===== src/rtl/bp_me_pkg.sv =====
// Shared types for the LCE-id to coherence-NoC coordinate lookup table:
// table entry layout, init FSM states and the reset-time default mapping.
package bp_me_pkg;

    localparam int lut_x_cord_width_gp = 4;
    localparam int lut_y_cord_width_gp = 4;
    localparam int lut_cid_width_gp    = 2;

    typedef struct packed {
        logic                           v;
        logic [lut_cid_width_gp-1:0]    cid;
        logic [lut_y_cord_width_gp-1:0] y;
        logic [lut_x_cord_width_gp-1:0] x;
    } bp_lce_cord_entry_s;

    typedef enum logic [1:0] {
        e_reset = 2'd0,
        e_init  = 2'd1,
        e_ready = 2'd2
    } bp_lce_cord_lut_state_e;

    // Two LCEs (I$ and D$) share each core tile, so the tile index is i>>1.
    function automatic int default_x(input int i, input int cc_x_dim, input int sac_x_dim);
        return sac_x_dim + ((i >> 1) % cc_x_dim);
    endfunction

    function automatic int default_y(input int i, input int cc_x_dim, input int ic_y_dim);
        return ic_y_dim + ((i >> 1) / cc_x_dim);
    endfunction

    function automatic bp_lce_cord_entry_s default_entry(input int i, input int num_default,
                                                         input int cc_x_dim, input int sac_x_dim,
                                                         input int ic_y_dim);
        bp_lce_cord_entry_s e;
        int xv;
        int yv;
        e  = '0;
        xv = default_x(i, cc_x_dim, sac_x_dim);
        yv = default_y(i, cc_x_dim, ic_y_dim);
        if (i < num_default) begin
            e.v   = 1'b1;
            e.x   = xv[lut_x_cord_width_gp-1:0];
            e.y   = yv[lut_y_cord_width_gp-1:0];
            e.cid = lut_cid_width_gp'(i & 1);
        end
        return e;
    endfunction

endpackage


===== src/rtl/bp_me_lce_id_to_cord_lut_if.sv =====
// Config-write and lookup signals of the LCE-id to coordinate table.
// Handshakes: a config write or lookup request transfers on a cycle where its valid and
// ready are both high; a lookup result is offered with lookup_v_o and consumed with yumi.
interface bp_me_lce_id_to_cord_lut_if
    import bp_me_pkg::*;
#(
    parameter int lce_id_width_p = 3,
    parameter int x_cord_width_p = 4,
    parameter int y_cord_width_p = 4,
    parameter int cid_width_p    = 2,
    parameter int num_lookup_p   = 2
);
    logic                                                  init_done_o;
    logic                                                  cfg_w_v_i;
    logic                                                  cfg_ready_o;
    logic [lce_id_width_p-1:0]                             cfg_addr_i;
    logic                                                  cfg_entry_v_i;
    logic [x_cord_width_p+y_cord_width_p-1:0]              cfg_cord_i;
    logic [cid_width_p-1:0]                                cfg_cid_i;
    logic [num_lookup_p-1:0]                               lookup_v_i;
    logic [num_lookup_p*lce_id_width_p-1:0]                lookup_id_i;
    logic [num_lookup_p-1:0]                               lookup_ready_o;
    logic [num_lookup_p-1:0]                               lookup_v_o;
    logic [num_lookup_p*(x_cord_width_p+y_cord_width_p)-1:0] lookup_cord_o;
    logic [num_lookup_p*cid_width_p-1:0]                   lookup_cid_o;
    logic [num_lookup_p-1:0]                               lookup_miss_o;
    logic [num_lookup_p-1:0]                               lookup_yumi_i;
    bp_lce_cord_lut_state_e                                state_o;

    modport master (
        output cfg_w_v_i, cfg_addr_i, cfg_entry_v_i, cfg_cord_i, cfg_cid_i,
        output lookup_v_i, lookup_id_i, lookup_yumi_i,
        input  init_done_o, cfg_ready_o, lookup_ready_o, lookup_v_o,
        input  lookup_cord_o, lookup_cid_o, lookup_miss_o, state_o
    );

    modport slave (
        input  cfg_w_v_i, cfg_addr_i, cfg_entry_v_i, cfg_cord_i, cfg_cid_i,
        input  lookup_v_i, lookup_id_i, lookup_yumi_i,
        output init_done_o, cfg_ready_o, lookup_ready_o, lookup_v_o,
        output lookup_cord_o, lookup_cid_o, lookup_miss_o, state_o
    );

endinterface


===== src/rtl/bp_me_lce_id_to_cord_lut_port.sv =====
// One lookup channel: a single-entry result register with valid/yumi handshake.
// The table read is already zeroed for out-of-range ids, so entry_i.v alone decides hit/miss.
module bp_me_lce_id_to_cord_lut_port
    import bp_me_pkg::*;
(
    input  logic                                               clk_i,
    input  logic                                               reset_i,
    input  logic                                               init_done_i,
    input  logic                                               v_i,
    input  bp_lce_cord_entry_s                                 entry_i,
    input  logic                                               yumi_i,
    output logic                                               ready_o,
    output logic                                               v_o,
    output logic [lut_x_cord_width_gp+lut_y_cord_width_gp-1:0] cord_o,
    output logic [lut_cid_width_gp-1:0]                        cid_o,
    output logic                                               miss_o
);

    logic                                               v_q, v_d;
    logic                                               miss_q, miss_d;
    logic [lut_x_cord_width_gp+lut_y_cord_width_gp-1:0] cord_q, cord_d;
    logic [lut_cid_width_gp-1:0]                        cid_q, cid_d;
    logic                                               accept;

    assign ready_o = init_done_i & (~v_q | yumi_i);
    assign accept  = v_i & ready_o;

    always_comb begin
        v_d    = v_q;
        miss_d = miss_q;
        cord_d = cord_q;
        cid_d  = cid_q;
        if (accept) begin
            v_d    = 1'b1;
            miss_d = ~entry_i.v;
            cord_d = entry_i.v ? {entry_i.y, entry_i.x} : '0;
            cid_d  = entry_i.v ? entry_i.cid : '0;
        end else if (yumi_i) begin
            v_d    = 1'b0;
            miss_d = 1'b0;
            cord_d = '0;
            cid_d  = '0;
        end
    end

    always_ff @(posedge clk_i or posedge reset_i) begin
        if (reset_i) begin
            v_q    <= 1'b0;
            miss_q <= 1'b0;
            cord_q <= '0;
            cid_q  <= '0;
        end else begin
            v_q    <= v_d;
            miss_q <= miss_d;
            cord_q <= cord_d;
            cid_q  <= cid_d;
        end
    end

    assign v_o    = v_q;
    assign cord_o = cord_q;
    assign cid_o  = cid_q;
    assign miss_o = miss_q;

    yumi_needs_valid: assert property (@(posedge clk_i) disable iff (reset_i) !(yumi_i && !v_q));

endmodule


===== src/rtl/bp_me_lce_id_to_cord_lut.sv =====
// Programmable LCE-id to coherence-NoC coordinate table. After reset it fills itself with the
// default core-complex mapping (one entry per cycle), then serves config writes and lookups.
module bp_me_lce_id_to_cord_lut
    import bp_me_pkg::*;
#(
    parameter int num_lce_p      = 8,
    parameter int lce_id_width_p = 3,
    parameter int x_cord_width_p = 4,
    parameter int y_cord_width_p = 4,
    parameter int cid_width_p    = 2,
    parameter int num_lookup_p   = 2,
    parameter int num_default_p  = 4,
    parameter int cc_x_dim_p     = 2,
    parameter int sac_x_dim_p    = 1,
    parameter int ic_y_dim_p     = 1
)
(
    input  logic                          clk_i,
    input  logic                          reset_i,
    bp_me_lce_id_to_cord_lut_if.slave     lut_if
);

    localparam int cord_width_lp = x_cord_width_p + y_cord_width_p;
    localparam logic [lce_id_width_p:0]   num_lce_lp = (lce_id_width_p+1)'(num_lce_p);
    localparam logic [lce_id_width_p-1:0] last_id_lp = lce_id_width_p'(num_lce_p - 1);

    if ((1 << lce_id_width_p) < num_lce_p || num_default_p > num_lce_p) begin : g_size_chk
        $error("lce id width or default entry count inconsistent with num_lce_p");
    end
    if (x_cord_width_p != lut_x_cord_width_gp || y_cord_width_p != lut_y_cord_width_gp
        || cid_width_p != lut_cid_width_gp) begin : g_width_chk
        $error("field widths differ from the shared entry layout");
    end
    for (genvar i = 0; i < num_default_p; i++) begin : g_default_chk
        if (default_x(i, cc_x_dim_p, sac_x_dim_p) >= (1 << x_cord_width_p)
            || default_y(i, cc_x_dim_p, ic_y_dim_p) >= (1 << y_cord_width_p)) begin : g_err
            $error("default coordinate does not fit its field");
        end
    end

    bp_lce_cord_lut_state_e    state_q, state_d;
    logic [lce_id_width_p-1:0] init_cnt_q, init_cnt_d;
    bp_lce_cord_entry_s        table_q [num_lce_p];
    bp_lce_cord_entry_s        table_d [num_lce_p];
    logic                      init_done;
    logic                      init_we;
    logic                      cfg_we;

    always_ff @(posedge clk_i or posedge reset_i) begin
        if (reset_i) begin
            state_q    <= e_reset;
            init_cnt_q <= '0;
        end else begin
            state_q    <= state_d;
            init_cnt_q <= init_cnt_d;
        end
    end

    always_comb begin
        state_d    = state_q;
        init_cnt_d = init_cnt_q;
        unique case (state_q)
            e_reset: begin
                state_d    = e_init;
                init_cnt_d = '0;
            end
            e_init: begin
                init_cnt_d = init_cnt_q + 1'b1;
                if (init_cnt_q == last_id_lp) begin
                    state_d    = e_ready;
                    init_cnt_d = '0;
                end
            end
            e_ready: state_d = e_ready;
            default: state_d = e_reset;
        endcase
    end

    always_comb begin
        init_done = (state_q == e_ready);
        init_we   = (state_q == e_init);
    end

    assign cfg_we = init_done & lut_if.cfg_w_v_i & ({1'b0, lut_if.cfg_addr_i} < num_lce_lp);

    // Lookups read table_q, so a same-cycle write to the looked-up id is seen only afterwards.
    always_comb begin
        table_d = table_q;
        if (init_we) begin
            table_d[init_cnt_q] = default_entry(int'(init_cnt_q), num_default_p,
                                                cc_x_dim_p, sac_x_dim_p, ic_y_dim_p);
        end else if (cfg_we) begin
            table_d[lut_if.cfg_addr_i].v   = lut_if.cfg_entry_v_i;
            table_d[lut_if.cfg_addr_i].cid = lut_if.cfg_cid_i;
            table_d[lut_if.cfg_addr_i].y   = lut_if.cfg_cord_i[cord_width_lp-1:x_cord_width_p];
            table_d[lut_if.cfg_addr_i].x   = lut_if.cfg_cord_i[x_cord_width_p-1:0];
        end
    end

    always_ff @(posedge clk_i or posedge reset_i) begin
        if (reset_i) begin
            for (int i = 0; i < num_lce_p; i++) begin
                table_q[i] <= '0;
            end
        end else begin
            table_q <= table_d;
        end
    end

    logic [num_lookup_p-1:0]               lookup_ready;
    logic [num_lookup_p-1:0]               lookup_v;
    logic [num_lookup_p-1:0]               lookup_miss;
    logic [num_lookup_p*cord_width_lp-1:0] lookup_cord;
    logic [num_lookup_p*cid_width_p-1:0]   lookup_cid;

    for (genvar c = 0; c < num_lookup_p; c++) begin : g_port
        logic [lce_id_width_p-1:0] id;
        logic                      in_range;
        bp_lce_cord_entry_s        rd_entry;

        assign id       = lut_if.lookup_id_i[c*lce_id_width_p +: lce_id_width_p];
        assign in_range = ({1'b0, id} < num_lce_lp);
        assign rd_entry = in_range ? table_q[id] : '0;

        bp_me_lce_id_to_cord_lut_port u_port (
            .clk_i       (clk_i),
            .reset_i     (reset_i),
            .init_done_i (init_done),
            .v_i         (lut_if.lookup_v_i[c]),
            .entry_i     (rd_entry),
            .yumi_i      (lut_if.lookup_yumi_i[c]),
            .ready_o     (lookup_ready[c]),
            .v_o         (lookup_v[c]),
            .cord_o      (lookup_cord[c*cord_width_lp +: cord_width_lp]),
            .cid_o       (lookup_cid[c*cid_width_p +: cid_width_p]),
            .miss_o      (lookup_miss[c])
        );
    end

    assign lut_if.init_done_o    = init_done;
    assign lut_if.cfg_ready_o    = init_done;
    assign lut_if.lookup_ready_o = lookup_ready;
    assign lut_if.lookup_v_o     = lookup_v;
    assign lut_if.lookup_cord_o  = lookup_cord;
    assign lut_if.lookup_cid_o   = lookup_cid;
    assign lut_if.lookup_miss_o  = lookup_miss;
    assign lut_if.state_o        = state_q;

endmodule


===== src/flat_wrapper.sv =====
// flat-port wrapper written by rule: the top's interface ports become plain ports
module bp_me_lce_id_to_cord_lut_flat import bp_me_pkg::*;
#(
    parameter int num_lce_p      = 8,
    parameter int lce_id_width_p = 3,
    parameter int x_cord_width_p = 4,
    parameter int y_cord_width_p = 4,
    parameter int cid_width_p    = 2,
    parameter int num_lookup_p   = 2,
    parameter int num_default_p  = 4,
    parameter int cc_x_dim_p     = 2,
    parameter int sac_x_dim_p    = 1,
    parameter int ic_y_dim_p     = 1
)
  (clk_i, reset_i, lut_if_cfg_w_v_i, lut_if_cfg_addr_i, lut_if_cfg_entry_v_i, lut_if_cfg_cord_i, lut_if_cfg_cid_i, lut_if_lookup_v_i, lut_if_lookup_id_i, lut_if_lookup_yumi_i, lut_if_init_done_o, lut_if_cfg_ready_o, lut_if_lookup_ready_o, lut_if_lookup_v_o, lut_if_lookup_cord_o, lut_if_lookup_cid_o, lut_if_lookup_miss_o, lut_if_state_o);
  bp_me_lce_id_to_cord_lut_if #(.lce_id_width_p(lce_id_width_p), .x_cord_width_p(x_cord_width_p), .y_cord_width_p(y_cord_width_p), .cid_width_p(cid_width_p), .num_lookup_p(num_lookup_p)) lut_if_i ();
  input  logic clk_i;
  input  logic reset_i;
  input wire logic [$bits(lut_if_i.cfg_w_v_i)-1:0] lut_if_cfg_w_v_i;
  input wire logic [$bits(lut_if_i.cfg_addr_i)-1:0] lut_if_cfg_addr_i;
  input wire logic [$bits(lut_if_i.cfg_entry_v_i)-1:0] lut_if_cfg_entry_v_i;
  input wire logic [$bits(lut_if_i.cfg_cord_i)-1:0] lut_if_cfg_cord_i;
  input wire logic [$bits(lut_if_i.cfg_cid_i)-1:0] lut_if_cfg_cid_i;
  input wire logic [$bits(lut_if_i.lookup_v_i)-1:0] lut_if_lookup_v_i;
  input wire logic [$bits(lut_if_i.lookup_id_i)-1:0] lut_if_lookup_id_i;
  input wire logic [$bits(lut_if_i.lookup_yumi_i)-1:0] lut_if_lookup_yumi_i;
  output wire logic [$bits(lut_if_i.init_done_o)-1:0] lut_if_init_done_o;
  output wire logic [$bits(lut_if_i.cfg_ready_o)-1:0] lut_if_cfg_ready_o;
  output wire logic [$bits(lut_if_i.lookup_ready_o)-1:0] lut_if_lookup_ready_o;
  output wire logic [$bits(lut_if_i.lookup_v_o)-1:0] lut_if_lookup_v_o;
  output wire logic [$bits(lut_if_i.lookup_cord_o)-1:0] lut_if_lookup_cord_o;
  output wire logic [$bits(lut_if_i.lookup_cid_o)-1:0] lut_if_lookup_cid_o;
  output wire logic [$bits(lut_if_i.lookup_miss_o)-1:0] lut_if_lookup_miss_o;
  output wire logic [$bits(lut_if_i.state_o)-1:0] lut_if_state_o;
  assign lut_if_i.cfg_w_v_i = lut_if_cfg_w_v_i;
  assign lut_if_i.cfg_addr_i = lut_if_cfg_addr_i;
  assign lut_if_i.cfg_entry_v_i = lut_if_cfg_entry_v_i;
  assign lut_if_i.cfg_cord_i = lut_if_cfg_cord_i;
  assign lut_if_i.cfg_cid_i = lut_if_cfg_cid_i;
  assign lut_if_i.lookup_v_i = lut_if_lookup_v_i;
  assign lut_if_i.lookup_id_i = lut_if_lookup_id_i;
  assign lut_if_i.lookup_yumi_i = lut_if_lookup_yumi_i;
  assign lut_if_init_done_o = lut_if_i.init_done_o;
  assign lut_if_cfg_ready_o = lut_if_i.cfg_ready_o;
  assign lut_if_lookup_ready_o = lut_if_i.lookup_ready_o;
  assign lut_if_lookup_v_o = lut_if_i.lookup_v_o;
  assign lut_if_lookup_cord_o = lut_if_i.lookup_cord_o;
  assign lut_if_lookup_cid_o = lut_if_i.lookup_cid_o;
  assign lut_if_lookup_miss_o = lut_if_i.lookup_miss_o;
  assign lut_if_state_o = lut_if_i.state_o;
  bp_me_lce_id_to_cord_lut #(.num_lce_p(num_lce_p), .lce_id_width_p(lce_id_width_p), .x_cord_width_p(x_cord_width_p), .y_cord_width_p(y_cord_width_p), .cid_width_p(cid_width_p), .num_lookup_p(num_lookup_p), .num_default_p(num_default_p), .cc_x_dim_p(cc_x_dim_p), .sac_x_dim_p(sac_x_dim_p), .ic_y_dim_p(ic_y_dim_p)) u_core (.clk_i(clk_i), .reset_i(reset_i), .lut_if(lut_if_i));
endmodule

===== config.mk =====
export PLATFORM = sky130hd
export DESIGN_NAME = bp_me_lce_id_to_cord_lut_flat
export DESIGN_NICKNAME = d
export VERILOG_FILES = /design/src/rtl/bp_me_pkg.sv /design/src/rtl/bp_me_lce_id_to_cord_lut_if.sv /design/src/rtl/bp_me_lce_id_to_cord_lut_port.sv /design/src/rtl/bp_me_lce_id_to_cord_lut.sv /design/src/flat_wrapper.sv
export SDC_FILE = /design/constraint.sdc
export NUM_CORES = 1
export LEC_CHECK = 0
export BUFFER_PORTS_ARGS = -buffer_cell sky130_fd_sc_hd__buf_2
export CORE_MARGIN = 3
export CORE_UTILIZATION = 50
export DETAILED_ROUTE_END_ITERATION = 10
export GPL_TIMING_DRIVEN = 0
export PLACE_DENSITY_LB_ADDON = 0.08
export RECOVER_POWER = 100
export SLEW_MARGIN = 5
export SYNTH_ARGS = -nofsm -noshare
export SYNTH_HDL_FRONTEND = slang
export SYNTH_SLANG_ARGS = --single-unit

===== constraint.sdc =====
create_clock -name clk_i -period 9.1 [get_ports clk_i]
set_input_delay 1.365 -clock clk_i [delete_from_list [all_inputs] [get_ports clk_i]]
set_output_delay 1.365 -clock clk_i [all_outputs]
set_load 0.01 [all_outputs]

==> impl_table.tex <==
\begin{tabular}{lr}
\hline
Metric & Value \\
\hline
\multicolumn{2}{l}{\textbf{Timing}} \\
Final count of pins violating max slew & 62 \\
Post-Route Setup TNS & 0 ns \\
Period utilization & roughly 40\% \\
Worst clock skew & 0.00642 ns \\
Maximum clock frequency & between 200 and 300 MHz \\
Setup repair after global routing missed its margin & false \\
Remaining max-slew budget at the tightest pin & -58.2\% \\
Worst-Margin Slew & approximately 2.4 ns \\
Clock period minus worst slack & 3.62 ns \\
Hold Violations, Final & 0 \\
Setup-failing EPs final & 0 \\
\multicolumn{2}{l}{\textbf{Global route}} \\
GR Util met1 & between 30\% and 40\% \\
Antenna violations before repair & 0 \\
Largest net degree at the start of global routing & 66 \\
Global route hottest layer & met2 \\
Global-route track usage on met3 & under 10\% \\
Wire length of the first global-routing pass & 27.8 mm \\
Overall fraction of global-route tracks in use & $\sim$27\% \\
Overflow left after global routing & 0 \\
Met2 track demand over resource & 42.9\% \\
Number of global-route vias before repair & 4,636 \\
\multicolumn{2}{l}{\textbf{Synthesis}} \\
Number of enable flip-flop cells after synthesis & 0 \\
Cell area after technology mapping & $\sim$6300 µm² \\
Async set-or-reset flop fraction in the synthesized netlist & 100\% \\
Mean instance size in the synthesized netlist & about 13 µm² \\
Area fraction of the dominant cell type after synthesis & 46.4\% \\
Gate count of the mapped netlist & 494 \\
Portion of the post-synthesis area used by sequential elements & 46.4\% \\
Number of library cell types mapped by synthesis & 45 \\
Most area-hungry cell type in the Yosys netlist & dfrtp\_1 \\
Synthesized flop and latch total & between 100 and 150 \\
Predominant post-synthesis flop cell & dfrtp\_1 \\
Largest cells by area after synthesis & dfrtp\_1 (46\%), mux4\_2 (15\%), mux2\_2 (6.2\%) \\
Synth warnings & 0 \\
Number of nets produced by synthesis & 526 \\
\multicolumn{2}{l}{\textbf{CTS}} \\
Clock latency reported for the late side of the worst-skew pair & $\sim$0.42 ns \\
Max Buffers Root-to-Sink & 2 \\
Clock-pin transition on the worst setup and hold timing paths & 0.05 ns \\
Number of clock buffers inserted by TritonCTS & 17 \\
CTS Hold Bufs & 0 \\
Post-CTS Setup Inserts & 0 \\
\# resized after CTS & 0 \\
CTS H-tree lvls & 4 \\
Total clock sinks & roughly 120 \\
Clock tree from TritonCTS & built \\
Root buffer selected by CTS & clkbuf\_16 \\
\multicolumn{2}{l}{\textbf{Final layout}} \\
Diode count & 0 \\
Layout-stage area growth over the synthesis result & 15.0\% \\
Nets@finish & a little under 600 \\
Most used cells in the layout excluding fill and tap cells & dfrtp\_1 (117), clkbuf\_1 (55), nor2\_1 (54) \\
Fill cell total of the finished layout & approximately 1,100 \\
Leading cell type in the layout, fill and taps excluded & dfrtp\_1 \\
Fraction of final layout cells sized beyond drive strength 1 & around 28\% \\
Fin cells & $\sim$750 \\
\multicolumn{2}{l}{\textbf{Worst setup path}} \\
Timing startpoint of the critical path & lut\_if\_lookup\_id\_i[4] \\
Element type at the critical path end & register \\
CP Data Required Time & between 9 and 10 ns \\
Cell-by-cell listing of the critical path & clkbuf\_1 -> clkbuf\_1 -> clkbuf\_1 -> mux4\_2 -> mux2i\_1 -> o2bb2ai\_1 \\
Worst-path maximum fanout & 10 \\
Critical Path Stages & 6 \\
Capture instance of the worst register-to-register path & u\_core.table\_q[54]\$\_DFFE\_PP0P\_ \\
Cell type with the highest occurrence count on the critical path & clkbuf\_1 \\
Worst setup slack for register-to-register paths & just over 6 ns \\
Data arrival at the endpoint of the critical path & roughly 3.9 ns \\
Critical setup path kind & input pin to register \\
Master of the slowest instance on the critical path & clkbuf\_1 \\
Kind of cell with the highest combined delay on the critical path & buffers and inverters \\
CP startpoint kind & input pin \\
Beginning of the worst register-to-register path & u\_core.lut\_if.state\_o[1]\$\_DFFE\_PP0P\_ \\
Buffers plus inverters on the worst setup path & 3 \\
Max stage delay on crit path & 0.69 ns \\
CP Capture Point & u\_core.g\_port[1].u\_port.cid\_o[1]\$\_DFFE\_PP0P\_ \\
R2r worst-path depth & 7 \\
\multicolumn{2}{l}{\textbf{Routing}} \\
Number of vias per cell after detailed routing & around 6.2 \\
Via count & approximately 4,600 \\
Antenna Violating Nets Remaining & 0 \\
DRT iter0 DRCs & between 400 and 500 \\
Total routed wirelength & about 18 mm \\
Detailed Routing Iterations Pass 1 & 5 \\
Residual DRC count & 0 \\
Routed wire per std cell & around 24 µm \\
\multicolumn{2}{l}{\textbf{Power}} \\
Leak Pwr & around 3.2 nW \\
Pwr dens & between 200 and 250 nW/µm² \\
Worst-case vdd ir drop & roughly 100 µV \\
\multicolumn{2}{l}{\textbf{Floorplanning}} \\
Num ports & between 50 and 60 \\
Starting utilization of the core area & approximately 52\% \\
Core outline area & between 10,000 and 15,000 µm² \\
Total Die Area & about 14,000 µm² \\
Width of the die & roughly 120 µm \\
Num rows & 40 \\
Die extent in y & roughly 120 µm \\
\multicolumn{2}{l}{\textbf{Place}} \\
Number of buffers added on ports & 51 \\
Placer congestion estimate & 0.874 \\
Detailed placement HPWL & $\sim$12 mm \\
Number of cells in the design after placement & 714 \\
\multicolumn{2}{l}{\textbf{Run status}} \\
Status & finished, violations left \\
Failing checks & max-capacitance violations, max-slew violations \\
\multicolumn{2}{l}{\textbf{Run}} \\
Max-cap violations & 2 \\
\multicolumn{2}{l}{\textbf{Hold path}} \\
Class of the tightest hold or removal check & register to register \\
\hline
\end{tabular}
[flip-flops by register name, summed over array words and instances, names as in the netlist]
register / flops
u_core.g_port.u_port.cid_o: 4
u_core.g_port.u_port.cord_o: 16
u_core.g_port.u_port.miss_o: 2
u_core.g_port.u_port.v_o: 2
u_core.init_cnt_q: 3
u_core.lut_if.state_o: 2
u_core.table_q: 88
[Yosys cell counts (2+ instances only)]
| library cell | number |
|---|---|
| clkbuf_1 | 8 |
| nand3b_1 | 5 |
| o2bb2ai_1 | 20 |
| nor4b_1 | 2 |
| inv_1 | 5 |
| buf_6 | 3 |
| nand2b_1 | 14 |
| o21ai_0 | 15 |
| o32ai_2 | 3 |
| buf_2 | 11 |
| a22o_1 | 30 |
| mux2i_1 | 26 |
| mux4_2 | 41 |
| mux2_2 | 35 |
| nor3b_2 | 2 |
| o31ai_2 | 9 |
| nand2_1 | 33 |
| o31ai_1 | 4 |
| and2_1 | 2 |
| buf_4 | 18 |
| nor2b_1 | 4 |
| and4bb_2 | 2 |
| nand3_1 | 5 |
| ha_1 | 5 |
| nor2_1 | 54 |
| o21ai_2 | 3 |
| dfrtp_1 | 117 |
[through the flow]
stage | util [%] | setup slack [ns] | power [mW] | instance area (µm²) | hold slack [ns]
2_1_floorplan | - | 4.63 | 0.780 | 6320 | 0.460
3_3_place_gp | 55.8 | 3.30 | 0.847 | 6780 | 0.465
3_5_place_dp | 56.0 | 5.67 | 0.856 | 6810 | 0.469
4_1_cts | 60.9 | 5.66 | 1.52 | 7400 | 0.485
5_1_grt | 59.7 | 5.38 | 1.56 | 7260 | 0.498
6_report | 59.7 | 5.48 | 1.51 | 7260 | 0.484
[per-layer routing]
layer	vias up	wire length, µm
li1	2005	-
met1	2363	7550
met2	222	8650
met3	33	1420
met4	0	334
met5	-	0
[power breakdown]
part / internal [mW] / switching [mW]
Clock: 0.429 / 0.232
Combinational: 0.112 / 0.106
Sequential: 0.579 / 0.0484
[worst min-delay path by stage]
stage | from | to | slack [ns] | cells after the start
2_1_floorplan | u_core.table_q[56]$_DFFE_PP0P_ | u_core.table_q[56]$_DFFE_PP0P_ | 0.46 | 2
3_3_place_gp | u_core.g_port[1].u_port.cid_o[1]$_DFFE_PP0P_ | u_core.g_port[1].u_port.cid_o[1]$_DFFE_PP0P_ | 0.47 | 1
3_5_place_dp | u_core.g_port[1].u_port.cord_o[4]$_DFFE_PP0P_ | u_core.g_port[1].u_port.cord_o[4]$_DFFE_PP0P_ | 0.47 | 1
4_1_cts | u_core.g_port[1].u_port.cord_o[4]$_DFFE_PP0P_ | u_core.g_port[1].u_port.cord_o[4]$_DFFE_PP0P_ | 0.48 | 1
5_1_grt | u_core.g_port[1].u_port.cord_o[5]$_DFFE_PP0P_ | u_core.g_port[1].u_port.cord_o[5]$_DFFE_PP0P_ | 0.50 | 1
6_report | u_core.g_port[1].u_port.cord_o[4]$_DFFE_PP0P_ | u_core.g_port[1].u_port.cord_o[4]$_DFFE_PP0P_ | 0.48 | 1
[cell families (layout without fill, tap and decap cells)]
group	count (synthesis)	count (layout)	share of synthesized area [%]
buffers and inverters	47	130	4.44
multiplexers	102	102	25.0
AND/OR/NAND/NOR	132	132	10.7
AO/OA/AOI/OAI	91	91	12.5
adder cells (fa/ha/maj)	5	5	0.990
flip-flops	117	117	46.4
[layout make-up]
type / instances / area, µm² / share of cell area, %
plain buffers: 41 / 218 / 3.00
clock buffers: 23 / 488 / 6.72
clock inverters: 8 / 98.8 / 1.36
inverters: 6 / 23.8 / 0.327
multi-input cells: 330 / 3050 / 42.0
flip-flops and latches: 117 / 2930 / 40.3
well taps: 168 / 210 / 2.89
repair buffers: 52 / 243 / 3.34
Note: power is estimated with default switching activity, not from simulation.
